$ cat config.mk
export PLATFORM = sky130hd
export DESIGN_NAME = window_spill_fill_engine
export DESIGN_NICKNAME = d
export VERILOG_FILES = /design/src/rtl/window_spill_fill_engine.sv
export SDC_FILE = /design/constraint.sdc
export NUM_CORES = 1
export LEC_CHECK = 0
export CELL_PAD_IN_SITES_DETAIL_PLACEMENT = 0
export CELL_PAD_IN_SITES_GLOBAL_PLACEMENT = 1
export CORE_MARGIN = 1
export CORE_UTILIZATION = 40
export CTS_CLUSTER_SIZE = 20
export DETAILED_ROUTE_END_ITERATION = 10
export DONT_BUFFER_PORTS = 1
export PLACE_DENSITY = 0.78
export SYNTH_ARGS = -nofsm -noshare
export SYNTH_HDL_FRONTEND = slang
export SYNTH_SLANG_ARGS = --single-unit
$ cat constraint.sdc
create_clock -name clk_i -period 3.5 [get_ports clk_i]
set_input_delay 1.05 -clock clk_i [delete_from_list [all_inputs] [get_ports clk_i]]
set_output_delay 1.05 -clock clk_i [all_outputs]
set_load 0.01 [all_outputs]
$ cat src/rtl/window_spill_fill_engine.sv
// Register-window spill/fill engine: moves one 16-word window between the register file
// and the memory stack on a window trap, then rewrites WIM. Optional stats: WSF_STATS_EN.
module window_spill_fill_engine #(
    parameter int NWIN     = 4,
    parameter int WIN_BITS = 2,
    parameter int NREGS    = 16,
    parameter int ADDR_W   = 32
) (
    input  logic                clk_i,
    input  logic                clr_i,
    input  logic                ovf_req_i,
    input  logic                unf_req_i,
    input  logic [WIN_BITS-1:0] cwp_i,
    input  logic [ADDR_W-1:0]   sp_addr_i,
    output logic [WIN_BITS-1:0] rf_win_o,
    output logic [3:0]          rf_idx_o,
    output logic                rf_rd_o,
    input  logic [ADDR_W-1:0]   rf_rdata_i,
    output logic                rf_we_o,
    output logic [ADDR_W-1:0]   rf_wdata_o,
    output logic                mem_req_o,
    output logic                mem_we_o,
    output logic [ADDR_W-1:0]   mem_addr_o,
    output logic [ADDR_W-1:0]   mem_wdata_o,
    input  logic [ADDR_W-1:0]   mem_rdata_i,
    input  logic                mem_ack_i,
    output logic [NWIN-1:0]     wim_out_o,
    output logic                wim_we_o,
    output logic                busy_o,
    output logic                done_o,
    output logic                align_err_o,
    output logic [15:0]         spill_cnt_o,
    output logic [15:0]         fill_cnt_o
);

    typedef enum logic [2:0] {
        S_IDLE, S_SP_RD, S_SP_MEM, S_FL_MEM, S_FL_WB, S_WIM_UPD, S_DONE
    } state_t;

    state_t              state_q, state_d;
    logic [3:0]          idx_q, idx_d;
    logic [WIN_BITS-1:0] cwp_q, cwp_d;
    logic [ADDR_W-1:0]   sp_q, sp_d;
    logic [ADDR_W-1:0]   data_q, data_d;
    logic                spill_q, spill_d;
    logic [NWIN-1:0]     wim_q, wim_d;
    logic                align_q, align_d;

    logic [WIN_BITS-1:0] spill_win, fill_win, wim_win;
    logic [NWIN-1:0]     new_wim;
    logic [ADDR_W-1:0]   word_addr;
    logic                last_word;

    // Window arithmetic wraps naturally in WIN_BITS (NWIN is a power of two).
    assign spill_win = cwp_q + WIN_BITS'(2);
    assign fill_win  = cwp_q - WIN_BITS'(1);
    assign wim_win   = spill_q ? (cwp_q + WIN_BITS'(2)) : (cwp_q - WIN_BITS'(2));
    assign new_wim   = NWIN'(1) << wim_win;
    assign word_addr = sp_q + ADDR_W'({idx_q, 2'b00});
    assign last_word = (idx_q == 4'(NREGS - 1));

    always_ff @(posedge clk_i or posedge clr_i) begin
        if (clr_i) begin
            state_q <= S_IDLE;
            idx_q   <= '0;
            cwp_q   <= '0;
            sp_q    <= '0;
            data_q  <= '0;
            spill_q <= 1'b0;
            wim_q   <= '0;
            align_q <= 1'b0;
        end else begin
            state_q <= state_d;
            idx_q   <= idx_d;
            cwp_q   <= cwp_d;
            sp_q    <= sp_d;
            data_q  <= data_d;
            spill_q <= spill_d;
            wim_q   <= wim_d;
            align_q <= align_d;
        end
    end

    always_comb begin
        state_d     = state_q;
        idx_d       = idx_q;
        cwp_d       = cwp_q;
        sp_d        = sp_q;
        data_d      = data_q;
        spill_d     = spill_q;
        wim_d       = wim_q;
        align_d     = 1'b0;
        rf_win_o    = '0;
        rf_idx_o    = '0;
        rf_rd_o     = 1'b0;
        rf_we_o     = 1'b0;
        rf_wdata_o  = '0;
        mem_req_o   = 1'b0;
        mem_we_o    = 1'b0;
        mem_addr_o  = '0;
        mem_wdata_o = '0;
        wim_we_o    = 1'b0;
        done_o      = 1'b0;
        wim_out_o   = wim_q;
        case (state_q)
            S_IDLE: begin
                if (ovf_req_i || unf_req_i) begin
                    cwp_d   = cwp_i;
                    sp_d    = sp_addr_i;
                    spill_d = ovf_req_i;
                    idx_d   = '0;
                    if (sp_addr_i[1:0] != 2'b00) align_d = 1'b1;
                    else state_d = ovf_req_i ? S_SP_RD : S_FL_MEM;
                end
            end
            S_SP_RD: begin
                rf_rd_o  = 1'b1;
                rf_win_o = spill_win;
                rf_idx_o = idx_q;
                data_d   = rf_rdata_i;
                state_d  = S_SP_MEM;
            end
            S_SP_MEM: begin
                mem_req_o   = 1'b1;
                mem_we_o    = 1'b1;
                mem_addr_o  = word_addr;
                mem_wdata_o = data_q;
                if (mem_ack_i) begin
                    if (last_word) state_d = S_WIM_UPD;
                    else begin
                        idx_d   = idx_q + 4'd1;
                        state_d = S_SP_RD;
                    end
                end
            end
            S_FL_MEM: begin
                mem_req_o  = 1'b1;
                mem_addr_o = word_addr;
                if (mem_ack_i) begin
                    data_d  = mem_rdata_i;
                    state_d = S_FL_WB;
                end
            end
            S_FL_WB: begin
                rf_we_o    = 1'b1;
                rf_win_o   = fill_win;
                rf_idx_o   = idx_q;
                rf_wdata_o = data_q;
                if (last_word) state_d = S_WIM_UPD;
                else begin
                    idx_d   = idx_q + 4'd1;
                    state_d = S_FL_MEM;
                end
            end
            S_WIM_UPD: begin
                wim_we_o  = 1'b1;
                wim_out_o = new_wim;
                wim_d     = new_wim;
                state_d   = S_DONE;
            end
            S_DONE: begin
                done_o  = 1'b1;
                state_d = S_IDLE;
            end
            default: state_d = S_IDLE;
        endcase
    end

    assign busy_o      = (state_q != S_IDLE);
    assign align_err_o = align_q;

`ifdef WSF_STATS_EN
    logic [15:0] spill_cnt_q, spill_cnt_d, fill_cnt_q, fill_cnt_d;

    always_comb begin
        spill_cnt_d = spill_cnt_q;
        fill_cnt_d  = fill_cnt_q;
        if (state_q == S_DONE) begin
            if (spill_q && spill_cnt_q != 16'hFFFF) spill_cnt_d = spill_cnt_q + 16'd1;
            if (!spill_q && fill_cnt_q != 16'hFFFF) fill_cnt_d = fill_cnt_q + 16'd1;
        end
    end

    always_ff @(posedge clk_i or posedge clr_i) begin
        if (clr_i) begin
            spill_cnt_q <= '0;
            fill_cnt_q  <= '0;
        end else begin
            spill_cnt_q <= spill_cnt_d;
            fill_cnt_q  <= fill_cnt_d;
        end
    end

    assign spill_cnt_o = spill_cnt_q;
    assign fill_cnt_o  = fill_cnt_q;
`else
    assign spill_cnt_o = 16'd0;
    assign fill_cnt_o  = 16'd0;
`endif

endmodule

==> results of run 1 <==
==> kinds of logic after synthesis <==
kind of cell               synth area share (%)
AOI/OAI and AO/OA                          6.97
xor gates and xnor gates                   4.76
adders and majority gates                  2.67
buffers and inverters                      8.53
DFF                                        39.3
muxes                                      14.1
other                                    0.0754
and+or+nand+nor                            23.6
==> through the flow <==
step	hold WS, ns	util (%)	worst slack, ns	power [mW]
global placement	0.475	41.9	0.370	3.65
floorplan	0.455	-	0.333	3.26
detailed placement	0.487	41.9	0.308	3.74
finish	0.492	44.9	0.112	4.73
global route	0.516	44.9	-0.0561	5.07
CTS	0.502	44.6	0.00128	4.74
==> final timing paths <==
kind                       startpoint             end  slack (ns)  cells past startpoint
max                          idx_q[0]  mem_addr_o[18]        0.11                      9
min                        data_q[13]      data_q[13]        0.49                      2
max reg2reg                state_q[2]      data_q[17]        1.09                      5
min reg2reg                data_q[13]      data_q[13]        0.49                      2
max in group asynchronous       clr_i      state_q[0]        2.19                      2
min in group asynchronous       clr_i      data_q[15]        0.66                      1
==> what timing repair did <==
action,in CTS,in global routing
setup endpoints to repair,5,13
gates resized for setup,1,8
setup buffers,0,2
hold endpoints to repair,0,0
==> area by class of cell <==
class | count | area share (%)
multi-input cells | 416 | 50.8
clock buffers | 11 | 4.67
well taps | 168 | 3.88
flip-flops and latches | 78 | 36.1
inverters | 14 | 0.994
clock inverters | 5 | 1.20
repair buffers | 14 | 2.40
==> power by group through the flow <==
| stage | combinational (mW) | clock [mW] | sequential (mW) |
|---|---|---|---|
| 6_report | 1.98 | 0.981 | 1.76 |
| 4_1_cts | 1.97 | 1.01 | 1.76 |
| 2_1_floorplan | 1.67 | 0 | 1.60 |
| 3_3_place_gp | 1.90 | 0 | 1.75 |
| 3_5_place_dp | 1.97 | 0 | 1.77 |
| 5_1_grt | 2.19 | 1.05 | 1.83 |
==> cell usage in the layout, fill, tap and decap left out, types with 2 or more instances in the layout <==
cell type / Yosys / final
or3_1: 2 / 2
inv_1: 14 / 12
xor2_1: 23 / 23
xnor2_1: 4 / 4
ha_1: 9 / 9
and3_2: 2 / 2
o221ai_1: 2 / 2
and3_1: 38 / 38
nand3_1: 11 / 11
nor2_1: 38 / 29
nand3b_1: 2 / 2
conb_1: 1 / 32
and2_1: 38 / 38
nor3_1: 8 / 8
and4_1: 3 / 3
mux2_2: 31 / 31
nand2_1: 51 / 50
clkbuf_8: 0 / 2
nand4_1: 11 / 11
nand4b_1: 2 / 2
mux2_1: 2 / 2
inv_6: 0 / 2
buf_12: 0 / 2
a21oi_1: 8 / 8
nand2b_1: 3 / 3
o21ai_0: 44 / 43
clkbuf_16: 0 / 9
mux2i_1: 33 / 33
nor2_2: 0 / 8
buf_4: 32 / 12
dfrtp_1: 78 / 78
or4_1: 2 / 2
clkinv_4: 0 / 2
==> sequential cells by signal (all words and copies together) (netlist names) <==
signal / flops
data_q: 32
sp_q: 32
idx_q: 4
wim_q: 4
state_q: 3
cwp_q: 2
align_err_o: 1
==> metal layers <==
metal	global-route usage (%)	share of wire, %	vias to the layer above
met5	0	0	-
met4	7.28	2.0	0
met3	4.89	6.9	17
met2	30.8	49	155
met1	21.9	42	1747
li1	-	-	1771
==> critical path: cells and delay by family (launching register included) <==
| kind | cells | cell delay [ns] |
|---|---|---|
| fa+ha+maj | 2 | 0.55 |
| simple gates | 3 | 0.44 |
| flops | 1 | 0.38 |
| compound gates | 1 | 0.23 |
| buf+inv | 2 | 0.22 |
| xor+xnor | 1 | 0.17 |
==> out/metrics.cfg, run 1 <==
[clocking]
htree_levels=3
clockBufferDepth=2
insertion_delay_ns=0.34
clk_pin_slew_worst_paths_ns=0.07
cts_sinks=78
root_buffer=clkbuf_16
hold_buffers=0
cts_made_buffers=9
cts_tree=yes

[placed_design]
placed_cell_area_sq_mm=0.00506
placed_cells_incl_taps=688
gp_congestion=0.849
port_buffers=0
hpwl_microns=8940

[layout]
drive_above_1_share_pct=14.7
fill_cells=1151
nNetsFinal=646
stdcell_area_sq_mm=0.00541
antenna_cells=0
multi_input_area_sq_mm=0.00275
regArea_sq_mm=0.00195
syn2layout_area_growth_pct=8.83
fin_cells=706

[power_and_ir_drop]
p_sw_share_pct=43.0
share_comb_of_total_power_pct=41.9
leakage_nw=2.63
ir_worst_vdd_v=0.000316
seqPwrFrac_pct=37.3
p_switching_mw=2.03
p_clk_share_pct=20.8
powerDensity_mw_per_mm2=873
p_int_mw=2.69

[grt]
overflow=0
track_usage_pct=18.2
antenna_found_initial=0
grt_max_degree=65
grt_pass1_vias=3461
grt_first_pass_wirelength_microns=18100

[route]
ant_nets=0
wl_per_cell_microns=16.9
first_pass_iters=4
drtIter0Drc=214
num_vias=3690
vias_per_cell=5.23
wl_microns=11900
route.detailed.drc=0

[status]
status=finished clean

[yosys]
ys_async_sr_fraction_pct=100
synth_common_cells=78 x dfrtp_1, 51 x nand2_1, 44 x o21ai_0
synth_most_common_cell=dfrtp_1
ys_types=47
syn_area_per_cell_sq_um=9.19
yosys_warnings=0
synth_edf_count=0
syn_area_sq_mm=0.00497
synthTopCellsByArea=dfrtp_1 39%, mux2_2 7.0%, mux2i_1 6.6%
synth_seq_cells=78
synth_area_leader_cell=dfrtp_1
synth-main-ff-cell=dfrtp_1
synth_top_area_share_pct=39.3
yosysSeqAreaShare_pct=39.3
synthCells=541

[floorplan]
design.core.area_sq_mm=0.0121
rows=40
start_util_pct=41.2
dieArea_sq_mm=0.0129
die_h_microns=113
pin_count=249
die_w_microns=113

[worst_setup_path]
max_stage_delay_ns=0.38
crit_type=reg2out
cpMaxStageDelayCell=dfrtp_1
critPathArrivalTime_ns=2.34
path_cells=ha_1, inv_1, fa_1, nand2b_1, a211oi_2, buf_4, nand4_1, xor2_1, nor2_2
startpoint_type=register
cp_max_fo=5
required_ns=2.45
endpoint_kind=primary output

[sta]
fin_setup_tns_ns=0
period_minus_slack_ns=3.39
setup_viol=0
fin_skew_ns=0.00811
max_slew.worst_pin.slew_ns=0.968
drv_slew=0
fmax_mhz=295
hold_viol_final=0
rsz0062_at_grt=yes
slew_headroom_pct=35.3
fin_crit_sh_pct=96.8

[worst_hold_path]
hold_path_class=reg2reg

[job]
cap_violations=0

Note: power is estimated with default switching activity, not from simulation.
==> inputs of run 2 (changes only) <==
- GPL_TIMING_DRIVEN: unset -> 0
==> run 2 against run 1 <==
  * Critical endpoint unchanged
  * Clock power increased by 10%
  * Via count is 7.9% higher
  * Register-to-register slack better by 0.17 ns
  * Critical path type unchanged
==> out/metrics.cfg, run 2 (synthesis gave the netlist of run 1 again) <==
[clocking]
root_buffer=clkbuf_16
clockBufferDepth=2  ; unchanged
cts_sinks=78  ; unchanged
htree_levels=3  ; unchanged
cts_tree=yes
insertion_delay_ns=0.34  ; about the same
clk_pin_slew_worst_paths_ns=0.06  ; about the same
hold_buffers=0  ; unchanged
cts_made_buffers=9  ; unchanged

[status]
status=finished clean

[layout]
drive_above_1_share_pct=18.9  ; +4.2 points
final_cell_mix=78 x dfrtp_1, 51 x nand2_1, 43 x o21ai_0
top_regs=data_q: 32 flops, sp_q: 32 flops
syn2layout_area_growth_pct=16.0
fin_cells=762  ; +7.9%
nNetsFinal=702  ; +8.7%
antenna_cells=0  ; unchanged
fill_cells=1181  ; +2.6%
layout_commonest_cell=dfrtp_1

[worst_setup_path]
crit_type=reg2out
startpoint_type=register
endpoint_kind=primary output
ff2ff_setup_slack_ns=1.26  ; +0.17 ns
critPathArrivalTime_ns=2.34  ; about the same
required_ns=2.45  ; about the same
cp_max_fo=3  ; -2

[route]
drtIter0Drc=182  ; -15%
ant_nets=0  ; unchanged
wl_per_cell_microns=17.5  ; +3.5%
route.detailed.drc=0  ; unchanged
vias_per_cell=5.23  ; about the same
wl_microns=13300  ; +12%
first_pass_iters=4  ; unchanged
num_vias=3982  ; +7.9%

[grt]
track_usage_pct=20.6  ; +2.4 points
grt_first_pass_wirelength_microns=20200  ; +11%
antenna_found_initial=0  ; unchanged
overflow=0  ; unchanged
grt_pass1_vias=3767  ; +8.8%
grt_max_degree=44  ; -32%

[power_and_ir_drop]
seqPwrFrac_pct=34.4  ; -2.9 points
p_int_mw=2.84  ; +5.5%
share_comb_of_total_power_pct=43.9  ; +2.0 points
ir_worst_vdd_v=0.000330  ; +4.4%
leakage_nw=2.86  ; +8.4%
powerDensity_mw_per_mm2=860  ; -1.6%
p_switching_mw=2.11  ; +4.0%
p_clk_share_pct=21.7  ; +0.9 points
p_sw_share_pct=42.6  ; -0.37 points

[sta]
fin_skew_ns=0.00553  ; -0.00258 ns
hold_viol_final=0  ; unchanged
period_minus_slack_ns=3.39  ; -0.00218 ns
setup_viol=0  ; unchanged
fmax_mhz=295  ; about the same
drv_slew=0  ; unchanged
slew_headroom_pct=48.6  ; +13 points
holdWs_ns=0.489  ; -0.00262 ns
max_slew.worst_pin.slew_ns=0.768  ; -0.200 ns
fin_crit_sh_pct=96.7  ; about the same

[floorplan]
dieArea_sq_mm=0.0129  ; unchanged
start_util_pct=41.2  ; unchanged
die_w_microns=113  ; unchanged
pin_count=249  ; unchanged
design.core.area_sq_mm=0.0121  ; unchanged
rows=40  ; unchanged
die_h_microns=113  ; unchanged

[job]
cap_violations=0  ; unchanged

[placed_design]
hpwl_microns=10200  ; +15%
gp_congestion=0.865  ; +1.8%
placed_cells_incl_taps=741  ; +7.7%
port_buffers=0  ; unchanged

[worst_hold_path]
hold_path_class=reg2reg

[run 2: path summary, 6_finish.rpt]
path                                   to       start  depth (start not counted)
min in group asynchronous      data_q[17]       clr_i                          1
hold / removal                  data_q[9]   data_q[9]                          2
setup / recovery           mem_addr_o[18]    idx_q[0]                          9
setup reg to reg                 idx_q[3]  state_q[1]                          5
max in group asynchronous      state_q[0]       clr_i                          2
hold reg to reg                 data_q[9]   data_q[9]                          2
[run 2: area by class of cell]
type / instances / area (sq um) / area share [%]
multi-input cells: 416 / 2770 / 48.0
flip-flops and latches: 78 / 1950 / 33.9
plain buffers: 64 / 375 / 6.51
clock buffers: 9 / 225 / 3.91
well taps: 168 / 210 / 3.65
clock inverters: 7 / 113 / 1.95
repair buffers: 6 / 68.8 / 1.19
inverters: 14 / 55.1 / 0.955
[run 2: power by group through the flow]
| stage | sequential [mW] | clock [mW] | combinational (mW) |
|---|---|---|---|
| after floorplan | 1.60 | 0 | 1.67 |
| after global placement | 1.70 | 0 | 2.04 |
| after detailed placement | 1.72 | 0 | 2.10 |
| after CTS | 1.71 | 1.10 | 2.13 |
| after global routing | 1.77 | 1.14 | 2.40 |
| final | 1.71 | 1.08 | 2.17 |
[run 2: metal layers]
layer | share of wire [%] | track usage (%)
met5 | 0 | 0
met2 | 50 | 35.5
met4 | 2.6 | 9.30
met1 | 42 | 24.8
met3 | 5.6 | 4.09
[run 2: through the flow]
step | setup TNS [ns] | power (mW) | area, sq um | setup WS [ns] | util, %
6_report | 0 | 4.96 | 5770 | 0.114 | 47.8
3_3_place_gp | -36.28 | 3.74 | 5300 | -0.459 | 43.9
5_1_grt | -0.0534 | 5.31 | 5770 | -0.0256 | 47.8
4_1_cts | 0 | 4.94 | 5710 | 0.0130 | 47.4
2_1_floorplan | 0 | 3.26 | 5090 | 0.333 | -
3_5_place_dp | -0.988 | 3.82 | 5330 | -0.191 | 44.2
[run 2: critical path: stages, from the launching register on]
cell      delay (ns)
dfrtp_1         0.35
ha_1            0.17
inv_1           0.05
fa_1            0.40
nand2b_4        0.19
a211oi_4        0.25
buf_4           0.17
nand4_1         0.11
xor2_1          0.17
nor2_2          0.13
[run 2: repair_timing]
item                       4_1_cts  5_1_grt
buffers inserted                 3        2
pin swaps                        1        2
gates resized for setup          6       13
setup endpoints to repair       23       42
==> inputs of run 3 (changes only) <==
- REMOVE_ABC_BUFFERS: unset -> 1
==> run 3 against run 2 <==
  * Register-to-register slack got worse by 0.63 ns
  * Final cell count decreased by 7.7%
  * Sequential share of layout area increased by 1.5 points
  * Hold slack improved by 0.0054 ns
  * Sequential power increased by 5%
  * Via count decreased by 5.3%
  * Clock power decreased by 6%
  * Maximum frequency increased by 0.19%
  * Critical endpoint unchanged
  * Largest power group unchanged
  * Highest routed layer unchanged
==> out/metrics.cfg, run 3 (synthesis gave the netlist of run 1 again) <==
[route]
first_pass_iters=4  ; unchanged
vias_per_cell=5.36  ; +2.6%
wl_microns=12500  ; -6.0%
num_vias=3770  ; -5.3%
route.detailed.drc=0  ; unchanged
drtIter0Drc=154  ; -15%
ant_nets=0  ; unchanged
wl_per_cell_microns=17.8  ; +1.9%

[worst_setup_path]
path_cells=ha_2, inv_1, fa_2, nand2b_4, a211oi_4, buf_6, nand4_1, xor2_1, nor2_2
crit_type=reg2out
startpoint_type=register
path_buf_inv=2  ; unchanged
critPathLaunch=idx_q[0]
cp_top_family=adder cells
critPathArrivalTime_ns=2.33  ; about the same
cpMaxStageDelayCell=dfrtp_1
cp_max_fo=5  ; +2
required_ns=2.45  ; about the same
max_stage_delay_ns=0.37  ; -0.03 ns
rr_startpoint=state_q[2]
endpoint_kind=primary output

[layout]
top_regs=data_q: 32 flops, sp_q: 32 flops
drive_above_1_share_pct=15.5  ; -3.3 points
final_cell_mix=76 x dfrtp_1, 50 x nand2_1, 43 x o21ai_0
antenna_cells=0  ; unchanged
syn2layout_area_growth_pct=11.2
fill_cells=1189  ; +0.68%
utilization_pct=45.8  ; -2.0 points
nNetsFinal=643  ; -8.4%
fin_cells=703  ; -7.7%
layout_commonest_cell=dfrtp_1

[grt]
overflow=0  ; unchanged
met3_usage_pct=6.00  ; +1.9 points
track_usage_pct=19.4  ; -1.2 points
grt_first_pass_wirelength_microns=19200  ; -4.8%
top_usage_layer=met2
antenna_found_initial=0  ; unchanged
grt_pass1_vias=3538  ; -6.1%
grt_max_degree=49  ; +11%
use_met1_pct=23.6  ; -1.1 points
grt.met2_usage_pct=33.3  ; -2.2 points

[clocking]
clockBufferDepth=2  ; unchanged
cts_made_buffers=9  ; unchanged
cts_sinks=78  ; unchanged
cts_tree=yes
htree_levels=3  ; unchanged
insertion_delay_ns=0.34  ; about the same
root_buffer=clkbuf_16
clk_pin_slew_worst_paths_ns=0.06  ; about the same

[floorplan]
start_util_pct=41.2  ; unchanged
die_w_microns=113  ; unchanged
dieArea_sq_mm=0.0129  ; unchanged
design.core.area_sq_mm=0.0121  ; unchanged
die_h_microns=113  ; unchanged
rows=40  ; unchanged
pin_count=249  ; unchanged

[placed_design]
hpwl_microns=8980  ; -12%
placed_cells_incl_taps=683  ; -7.8%
gp_congestion=0.837  ; -3.1%
port_buffers=0  ; unchanged
dp_slack_ns=-0.761  ; -0.570 ns

[sta]
setup_viol=0  ; unchanged
drv_slew=0  ; unchanged
hold_viol_final=0  ; unchanged
fmax_mhz=296  ; +0.19%
fin_crit_sh_pct=96.6  ; -0.18 points
period_minus_slack_ns=3.38  ; -0.00629 ns
slew_headroom_pct=32.9  ; -16 points
max_slew.worst_pin.slew_ns=1.00  ; +0.235 ns
fin_ws_ns=0.121  ; +0.00629 ns
fin_skew_ns=0.00721  ; +0.00168 ns

[power_and_ir_drop]
leakage_nw=2.65  ; -7.3%
power_mw=4.90  ; -1.2%
powerDensity_mw_per_mm2=886  ; +3.1%
ir_worst_vdd_v=0.000483  ; +46%

[worst_hold_path]
hold_path_class=reg2reg
hold_path.startpoint=sp_q[1]

[job]
cap_violations=0  ; unchanged

[status]
status=finished clean

## run 3: changes by cell type in the layout (fill, tap and decap cells not counted), moves of 3 or more
cell and delta:
buf_4 -32, ha_1 -3, buf_8 +3, buf_2 -9, clkbuf_1 -18
## run 3: final cells by class
class                      instances  area, sq um  area share (%)
clock buffer                      12          246            4.46
tap                              168          210            3.80
clock inverter                     4         70.1            1.27
inverter                          14         55.1           0.996
multi-input combinational        416         2830            51.2
timing repair buffer              11          161            2.92
sequential                        78         1960            35.4
## run 3: per-stage QoR
step	hold slack, ns	setup TNS (ns)	area [sq um]
2_1_floorplan	0.455	-2.95	4720
3_3_place_gp	0.475	-175.61	4930
3_5_place_dp	0.487	-46.25	5070
4_1_cts	0.500	0	5480
5_1_grt	0.525	-0.00270	5530
6_report	0.494	0	5530
## run 3: power breakdown
group / switching [mW] / internal [mW] / total (mW)
Sequential: 0.455 / 1.33 / 1.79
Clock: 0.368 / 0.642 / 1.01
Combinational: 1.25 / 0.849 / 2.10
Total: 2.08 / 2.82 / 4.90
## run 3: worst paths after layout
path | endpoint | slack [ns] | cells after the start
max in group asynchronous | state_q[2] | 2.31 | 2
max reg2reg | data_q[25] | 0.63 | 5
max | mem_addr_o[18] | 0.12 | 9
min reg2reg | sp_q[1] | 0.49 | 1
min | sp_q[1] | 0.49 | 1
min in group asynchronous | sp_q[28] | 0.58 | 1
## run 3: layer usage
layer	part of all wire, %	routed length, microns
met1	42	5230
met2	50	6310
met3	6.7	842
met4	1.2	152
met5	0	0
## run 3: what timing repair did
| action | in CTS | in global routing |
|---|---|---|
| buffers inserted | 4 | 0 |
| endpoints found under the setup margin | 98 | 16 |
| pin swaps | 3 | 2 |
| resized for setup | 17 | 10 |
| hold buffers | 0 | 0 |
